===== src/rtl/alu_pkg.sv =====
// Shared ALU definitions: opcodes, result kinds, encryption key.
// Used by the ALU and by its result decoder.
package alu_pkg;

  localparam logic [3:0] OP_ADD = 4'd0;
  localparam logic [3:0] OP_SUB = 4'd1;
  localparam logic [3:0] OP_MUL = 4'd2;
  localparam logic [3:0] OP_DIV = 4'd3;
  localparam logic [3:0] OP_AND = 4'd4;
  localparam logic [3:0] OP_OR  = 4'd5;
  localparam logic [3:0] OP_XOR = 4'd6;
  localparam logic [3:0] OP_NOT = 4'd7;
  localparam logic [3:0] OP_ENC = 4'd8;

  localparam logic [7:0] ENC_KEY = 8'hAB;

  typedef enum logic [1:0] {
    KIND_PLAIN   = 2'd0,
    KIND_WIDE    = 2'd1,
    KIND_SPLIT   = 2'd2,
    KIND_INVALID = 2'd3
  } kind_e;

  typedef struct packed {
    logic [8:0] data;
    kind_e      kind;
    logic       err;
  } dec_t;

endpackage


===== src/rtl/alu_result_decoder_if.sv =====
// Beat-in / word-out handshake bundle of the ALU result decoder.
// master drives beats and out_ready; slave is the decoder.
interface alu_result_decoder_if;

  logic       in_valid;
  logic       in_ready;
  logic [3:0] in_opcode;
  logic [7:0] in_result;
  logic       in_carry;
  logic       in_overflow;
  logic       out_valid;
  logic       out_ready;
  logic [8:0] out_data;
  logic [1:0] out_kind;
  logic       out_err;

  modport master (
    output in_valid, in_opcode, in_result,
    output in_carry, in_overflow, out_ready,
    input  in_ready, out_valid, out_data,
    input  out_kind, out_err
  );

  modport slave (
    input  in_valid, in_opcode, in_result,
    input  in_carry, in_overflow, out_ready,
    output in_ready, out_valid, out_data,
    output out_kind, out_err
  );

endinterface


===== src/rtl/alu_result_decoder_sync_fifo.sv =====
// Count-based synchronous FIFO, async active-low reset.
// Read data is combinational from the head and zero when empty.
module sync_fifo #(
  parameter int W     = 8,
  parameter int DEPTH = 4
) (
  input  logic         clk,
  input  logic         rst_n,
  input  logic         push,
  input  logic [W-1:0] wdata,
  input  logic         pop,
  output logic [W-1:0] rdata,
  output logic         full,
  output logic         empty
);

  localparam int AW = $clog2(DEPTH);
  localparam int CW = $clog2(DEPTH + 1);

  logic [W-1:0]  mem [DEPTH];
  logic [AW-1:0] wr_ptr;
  logic [AW-1:0] rd_ptr;
  logic [CW-1:0] count;
  logic          do_push;
  logic          do_pop;

  assign full    = (count == CW'(DEPTH));
  assign empty   = (count == '0);
  assign do_push = push && !full;
  assign do_pop  = pop && !empty;
  assign rdata   = empty ? '0 : mem[rd_ptr];

  // Pointer and occupancy bookkeeping; pointers wrap naturally.
  always_ff @(posedge clk or negedge rst_n) begin
    if (!rst_n) begin
      wr_ptr <= '0;
      rd_ptr <= '0;
      count  <= '0;
    end else begin
      if (do_push) wr_ptr <= wr_ptr + AW'(1);
      if (do_pop)  rd_ptr <= rd_ptr + AW'(1);
      unique case ({do_push, do_pop})
        2'b10:   count <= count + CW'(1);
        2'b01:   count <= count - CW'(1);
        default: count <= count;
      endcase
    end
  end

  // Storage array; contents are masked by empty so need no reset.
  always_ff @(posedge clk) begin
    if (do_push) mem[wr_ptr] <= wdata;
  end

endmodule


===== src/rtl/alu_result_decoder.sv =====
// Decodes ALU result beats by opcode and buffers decoded words.
// Counts accepted malformed beats in a saturating counter.
module alu_result_decoder
  import alu_pkg::*;
#(
  parameter logic [7:0] KEY   = ENC_KEY,
  parameter int         DEPTH = 4,
  parameter int         CNT_W = 8
) (
  input  logic             clk,
  input  logic             rst_n,
  alu_result_decoder_if.slave bus,
  input  logic             err_clear,
  output logic [CNT_W-1:0] err_count
);

  function automatic dec_t decode(
    input logic [3:0] op,
    input logic [7:0] res,
    input logic       cy,
    input logic       ov
  );
    dec_t d;
    d.data = '0;
    d.kind = KIND_INVALID;
    d.err  = 1'b1;
    unique case (1'b1)
      (op == OP_ADD) || (op == OP_SUB): begin
        d.data = {4'b0, cy, res[3:0]};
        d.kind = KIND_WIDE;
        d.err  = |res[7:4];
      end
      (op == OP_MUL): begin
        d.data = {1'b0, res};
        d.kind = KIND_PLAIN;
        d.err  = cy | ov;
      end
      (op == OP_DIV): begin
        d.data = {1'b0, res};
        d.kind = KIND_SPLIT;
        d.err  = cy | ov;
      end
      (op >= OP_AND) && (op <= OP_NOT): begin
        d.data = {5'b0, res[3:0]};
        d.kind = KIND_PLAIN;
        d.err  = (|res[7:4]) | cy | ov;
      end
      (op == OP_ENC): begin
        d.data = {1'b0, res ^ KEY};
        d.kind = KIND_SPLIT;
        d.err  = cy | ov;
      end
      default: begin
        d.data = '0;
        d.kind = KIND_INVALID;
        d.err  = 1'b1;
      end
    endcase
    return d;
  endfunction

  dec_t dec;
  dec_t head;
  logic push;
  logic full;
  logic empty;

  // Decode the incoming beat before it enters the buffer.
  always_comb begin
    dec = decode(bus.in_opcode, bus.in_result,
                 bus.in_carry, bus.in_overflow);
  end

  assign push = bus.in_valid && bus.in_ready;

  sync_fifo #(
    .W     ($bits(dec_t)),
    .DEPTH (DEPTH)
  ) u_fifo (
    .clk   (clk),
    .rst_n (rst_n),
    .push  (push),
    .wdata (dec),
    .pop   (bus.out_ready),
    .rdata (head),
    .full  (full),
    .empty (empty)
  );

  assign bus.in_ready  = !full;
  assign bus.out_valid = !empty;
  assign bus.out_data  = head.data;
  assign bus.out_kind  = head.kind;
  assign bus.out_err   = head.err;

  // Saturating error counter; clear beats a same-cycle increment.
  always_ff @(posedge clk or negedge rst_n) begin
    if (!rst_n) begin
      err_count <= '0;
    end else if (err_clear) begin
      err_count <= '0;
    end else if (push && dec.err && !(&err_count)) begin
      err_count <= err_count + CNT_W'(1);
    end
  end

endmodule


===== src/flat_wrapper.sv =====
// flat-port wrapper written by rule: the top's interface ports become plain ports
module alu_result_decoder_flat import alu_pkg::*;
#(
  parameter logic [7:0] KEY   = ENC_KEY,
  parameter int         DEPTH = 4,
  parameter int         CNT_W = 8
)
  (clk, rst_n, err_clear, err_count, bus_in_valid, bus_in_opcode, bus_in_result, bus_in_carry, bus_in_overflow, bus_out_ready, bus_in_ready, bus_out_valid, bus_out_data, bus_out_kind, bus_out_err);
  alu_result_decoder_if bus_i ();
  input  logic clk;
  input  logic rst_n;
  input  logic err_clear;
  output logic [CNT_W-1:0] err_count;
  input wire logic [$bits(bus_i.in_valid)-1:0] bus_in_valid;
  input wire logic [$bits(bus_i.in_opcode)-1:0] bus_in_opcode;
  input wire logic [$bits(bus_i.in_result)-1:0] bus_in_result;
  input wire logic [$bits(bus_i.in_carry)-1:0] bus_in_carry;
  input wire logic [$bits(bus_i.in_overflow)-1:0] bus_in_overflow;
  input wire logic [$bits(bus_i.out_ready)-1:0] bus_out_ready;
  output wire logic [$bits(bus_i.in_ready)-1:0] bus_in_ready;
  output wire logic [$bits(bus_i.out_valid)-1:0] bus_out_valid;
  output wire logic [$bits(bus_i.out_data)-1:0] bus_out_data;
  output wire logic [$bits(bus_i.out_kind)-1:0] bus_out_kind;
  output wire logic [$bits(bus_i.out_err)-1:0] bus_out_err;
  assign bus_i.in_valid = bus_in_valid;
  assign bus_i.in_opcode = bus_in_opcode;
  assign bus_i.in_result = bus_in_result;
  assign bus_i.in_carry = bus_in_carry;
  assign bus_i.in_overflow = bus_in_overflow;
  assign bus_i.out_ready = bus_out_ready;
  assign bus_in_ready = bus_i.in_ready;
  assign bus_out_valid = bus_i.out_valid;
  assign bus_out_data = bus_i.out_data;
  assign bus_out_kind = bus_i.out_kind;
  assign bus_out_err = bus_i.out_err;
  alu_result_decoder #(.KEY(KEY), .DEPTH(DEPTH), .CNT_W(CNT_W)) u_core (.clk(clk), .rst_n(rst_n), .bus(bus_i), .err_clear(err_clear), .err_count(err_count));
endmodule

===== config.mk =====
export PLATFORM = sky130hd
export DESIGN_NAME = alu_result_decoder_flat
export DESIGN_NICKNAME = d
export VERILOG_FILES = /design/src/rtl/alu_pkg.sv /design/src/rtl/alu_result_decoder_if.sv /design/src/rtl/alu_result_decoder_sync_fifo.sv /design/src/rtl/alu_result_decoder.sv /design/src/flat_wrapper.sv
export SDC_FILE = /design/constraint.sdc
export NUM_CORES = 1
export LEC_CHECK = 0
export ABC_AREA = 1
export CAP_MARGIN = 20
export CORE_UTILIZATION = 35
export CTS_BUF_LIST = sky130_fd_sc_hd__clkbuf_4
export DETAILED_ROUTE_END_ITERATION = 7
export GPL_TIMING_DRIVEN = 0
export HOLD_SLACK_MARGIN = 0.02
export PLACE_DENSITY = 0.62
export SETUP_SLACK_MARGIN = 0.3
export SLEW_MARGIN = 30
export SYNTH_ARGS = -nofsm -noshare
export SYNTH_HDL_FRONTEND = slang
export SYNTH_HIERARCHICAL = 1
export SYNTH_SLANG_ARGS = --single-unit
export TNS_END_PERCENT = 20

===== constraint.sdc =====
create_clock -name clk -period 4.22 [get_ports clk]
set_clock_uncertainty 0.1 [all_clocks]
set_input_delay 1.266 -clock clk [delete_from_list [all_inputs] [get_ports clk]]
set_output_delay 1.266 -clock clk [all_outputs]
set_load 0.05 [all_outputs]

==> impl_metrics.csv, run 1 <==
group,metric,value,unit
run_status,status,"finished clean",
detailed_routing,final_antenna_net_count,0,
floorplan,core_area,9328,um^2
yosys,ys_warn_count,6,
sta,final.min_clock_period,3.733,ns
yosys,synthCells,360,
job,drv_cap,0,
floorplan,initial_core_util,0.3649,
yosys,seq_area_frac_synth,0.5338,
global_route,grt_pass1_wl,11460,um
detailed_routing,avgRoutedWirePerCell,12.80,um
place,portBuffers,40,
sta,slew_violations,0,
yosys,synthesis.area,3403,um^2
finish,syn2layout_area_growth,21.99,%
sta,tightest_slew,0.7427,ns
yosys,yosys.area.top_type_share,0.4235,
yosys,ys_ff_latch,63,
cts,htreeDepth,3,
cts,cts_sinks,63,
detailed_routing,drtIter0Drc,108,
critical_path,worstSetupPathType,"register to primary output",
finish,n_antenna_cell,0,
global_route,overflow,0,
place,gp_congestion,0.7876,
critical_path,start_kind,"register",
yosys,avgSynthCellArea,9.454,um^2
sta,rsz0062_at_grt,"false",
cts,cts_hold_buf,0,
worst_hold_path,min_path_type,"register to register",
sta,relSlewSlack,0.5044,
pwr,peakVddDrop,0.2517,mV
floorplan,die_x,100.6,um
critical_path,crit_fanout,10,
sta,period_share,0.8846,
finish,drive_gt1_frac,0.1862,
cts,cts-buffers-inserted,9,
sta,max_freq,267.9,MHz
cts,clock_latency,0.39,ns
global_route,antenna_found_initial,0,
pwr,total_power,2.829,mW
floorplan,die-area,10120,um^2
cts,cts.path.max_buffers,2,
pwr,powerDensity,681.4,nW/um^2
detailed_routing,route.detailed.drc,0,
cts,cts_tree,"built",
floorplan,io_pins,41,
yosys,postSynth.asyncResetShare,0.2381,
detailed_routing,drt_first_pass_iters,4,
place,dpl_cell_area,3986,um^2
yosys,synth_edf_count,48,
floorplan,row_count,35,
yosys,synth_cell_types,32,
place,place_hpwl,4805,um
yosys,synth_flop_cell,"edfxtp_1",
yosys,synthMostInstantiatedCell,"nand2_1",
detailed_routing,routed_wl,7013,um
yosys,yosysTopAreaCell,"edfxtp_1",
finish,fin_area,4151,um^2
yosys,synth_commonest_cells,"nand2_1 (83), inv_1 (77), edfxtp_1 (48)",
yosys,yosys-top-cells-area,"edfxtp_1 (42%), dfrtp_1 (11%), nand2_1 (9.2%), inv_1 (8.5%), nand3_2 (5.0%)",
detailed_routing,vias,2481,
critical_path,end_kind,"primary output",
cts,root_buffer,"clkbuf_4",
sta,hold_viol_final,0,
cts,cts_resized,0,
detailed_routing,avgViaCountPerCell,4.527,
critical_path,arrival,2.37,ns
cts,clk_pin_slew,0.12,ns
floorplan,die_height,100.6,um
critical_path,worstPathRequired,2.85,ns
global_route,grt_max_degree,16,
cts,post-cts-setup-buffer-count,0,
pwr,leakage,1.883,nW
sta,fin_setup_tns,0,ns
sta,setup_viol,0,
finish,fin_nets,440,
global_route,grt.total_usage,0.1499,
global_route,grt_pass1_vias,2375,
[registers in the layout (all words and copies together) (netlist names)]
signal                count
u_core/u_fifo/mem        48
u_core/err_count          8
u_core/u_fifo/count       3
u_core/u_fifo/rd_ptr      2
u_core/u_fifo/wr_ptr      2
[worst max-delay path, stage by stage (launching register included)]
cell             delay [ns]
dfrtp_1                0.39
buf_6                  0.14
buf_2                  0.21
nand2_1                0.12
nand3_2                0.08
a21oi_2                0.19
clkdlybuf4s50_1        0.83
[kinds of logic after synthesis]
| family | count (synthesis) | share of synthesized area |
|---|---|---|
| AO/OA/AOI/OAI | 23 | 0.04816 |
| XOR/XNOR | 5 | 0.01287 |
| adder cells (fa/ha/maj) | 7 | 0.02794 |
| buffers and inverters | 91 | 0.1169 |
| flip-flops | 63 | 0.5338 |
| other | 1 | 0.001102 |
| AND/OR/NAND/NOR | 170 | 0.2592 |
[routing by layer]
metal,vias up,GRT usage,part of all wire,wire [um]
met5,-,0,0,0
met4,0,0.05797,0.0060,42
met3,2,0.02913,0.052,364
met2,59,0.2587,0.51,3597
met1,1172,0.1854,0.43,3008
li1,1248,-,-,-
[layout by cell type, fill, tap and decap left out, types with 4 or more instances in the layout]
cell type	n
nand2_1	83
inv_1	77
edfxtp_1	48
clkdlybuf4s50_1	40
nand3_1	26
nand3_2	17
dfrtp_1	15
nand2_2	11
nor2_1	11
clkbuf_4	10
nand4_1	9
a21oi_2	8
o21ai_0	7
ha_1	6
buf_6	6
a21oi_1	5
nor2_2	4
conb_1	4
[worst paths after layout]
check                                        start                 endpoint  slack [ns]  cells past startpoint
setup reg to reg            u_core/u_fifo/count[0]   u_core/u_fifo/count[2]        1.77                     14
setup / recovery           u_core/u_fifo/rd_ptr[0]          bus_out_data[2]        0.49                      6
max in group asynchronous                    rst_n  u_core/u_fifo/rd_ptr[1]        2.38                      1
min in group asynchronous                    rst_n   u_core/u_fifo/count[0]        1.18                      1
hold reg to reg             u_core/u_fifo/count[0]   u_core/u_fifo/count[0]        0.39                      1
hold / removal              u_core/u_fifo/count[0]   u_core/u_fifo/count[0]        0.39                      1
[where the power goes]
part           total (mW)  internal, mW  switching [mW]
combinational        1.50         0.491            1.01
clock               0.470         0.241           0.229
sequential          0.858         0.812          0.0455
[cell type report]
type | instances | area [um^2]
clock inverter | 7 | 97.59
tap | 129 | 161.4
buffer | 10 | 90.09
fill | 888 | 5176
sequential | 63 | 1817
clock buffer | 9 | 67.56
inverter | 81 | 307.8
timing repair buffer | 40 | 400.4
multi-input combinational | 209 | 1210
[per-stage QoR]
stage | utilization | hold WS, ns | worst slack [ns] | cells
2_1_floorplan | - | 0.3465 | 1.309 | 363
3_3_place_gp | 0.4263 | 0.3638 | 0.6268 | 532
3_5_place_dp | 0.4274 | 0.3748 | 0.9040 | 532
4_1_cts | 0.4451 | 0.3958 | 0.4660 | 548
5_1_grt | 0.4451 | 0.4283 | 0.3924 | 548
6_report | 0.4451 | 0.3869 | 0.4869 | 548
(Power assumes the default switching activity.)
==> run 2: changes to the inputs <==
--- a/config.mk
+++ b/config.mk
@@ -13,7 +13,6 @@
 export GPL_TIMING_DRIVEN = 0
 export HOLD_SLACK_MARGIN = 0.02
 export PLACE_DENSITY = 0.62
-export SETUP_SLACK_MARGIN = 0.3
 export SLEW_MARGIN = 30
 export SYNTH_ARGS = -nofsm -noshare
 export SYNTH_HDL_FRONTEND = slang
==> results of run 2 <==
Same layout as run 1: the final DEF is identical, and so are final timing and power.
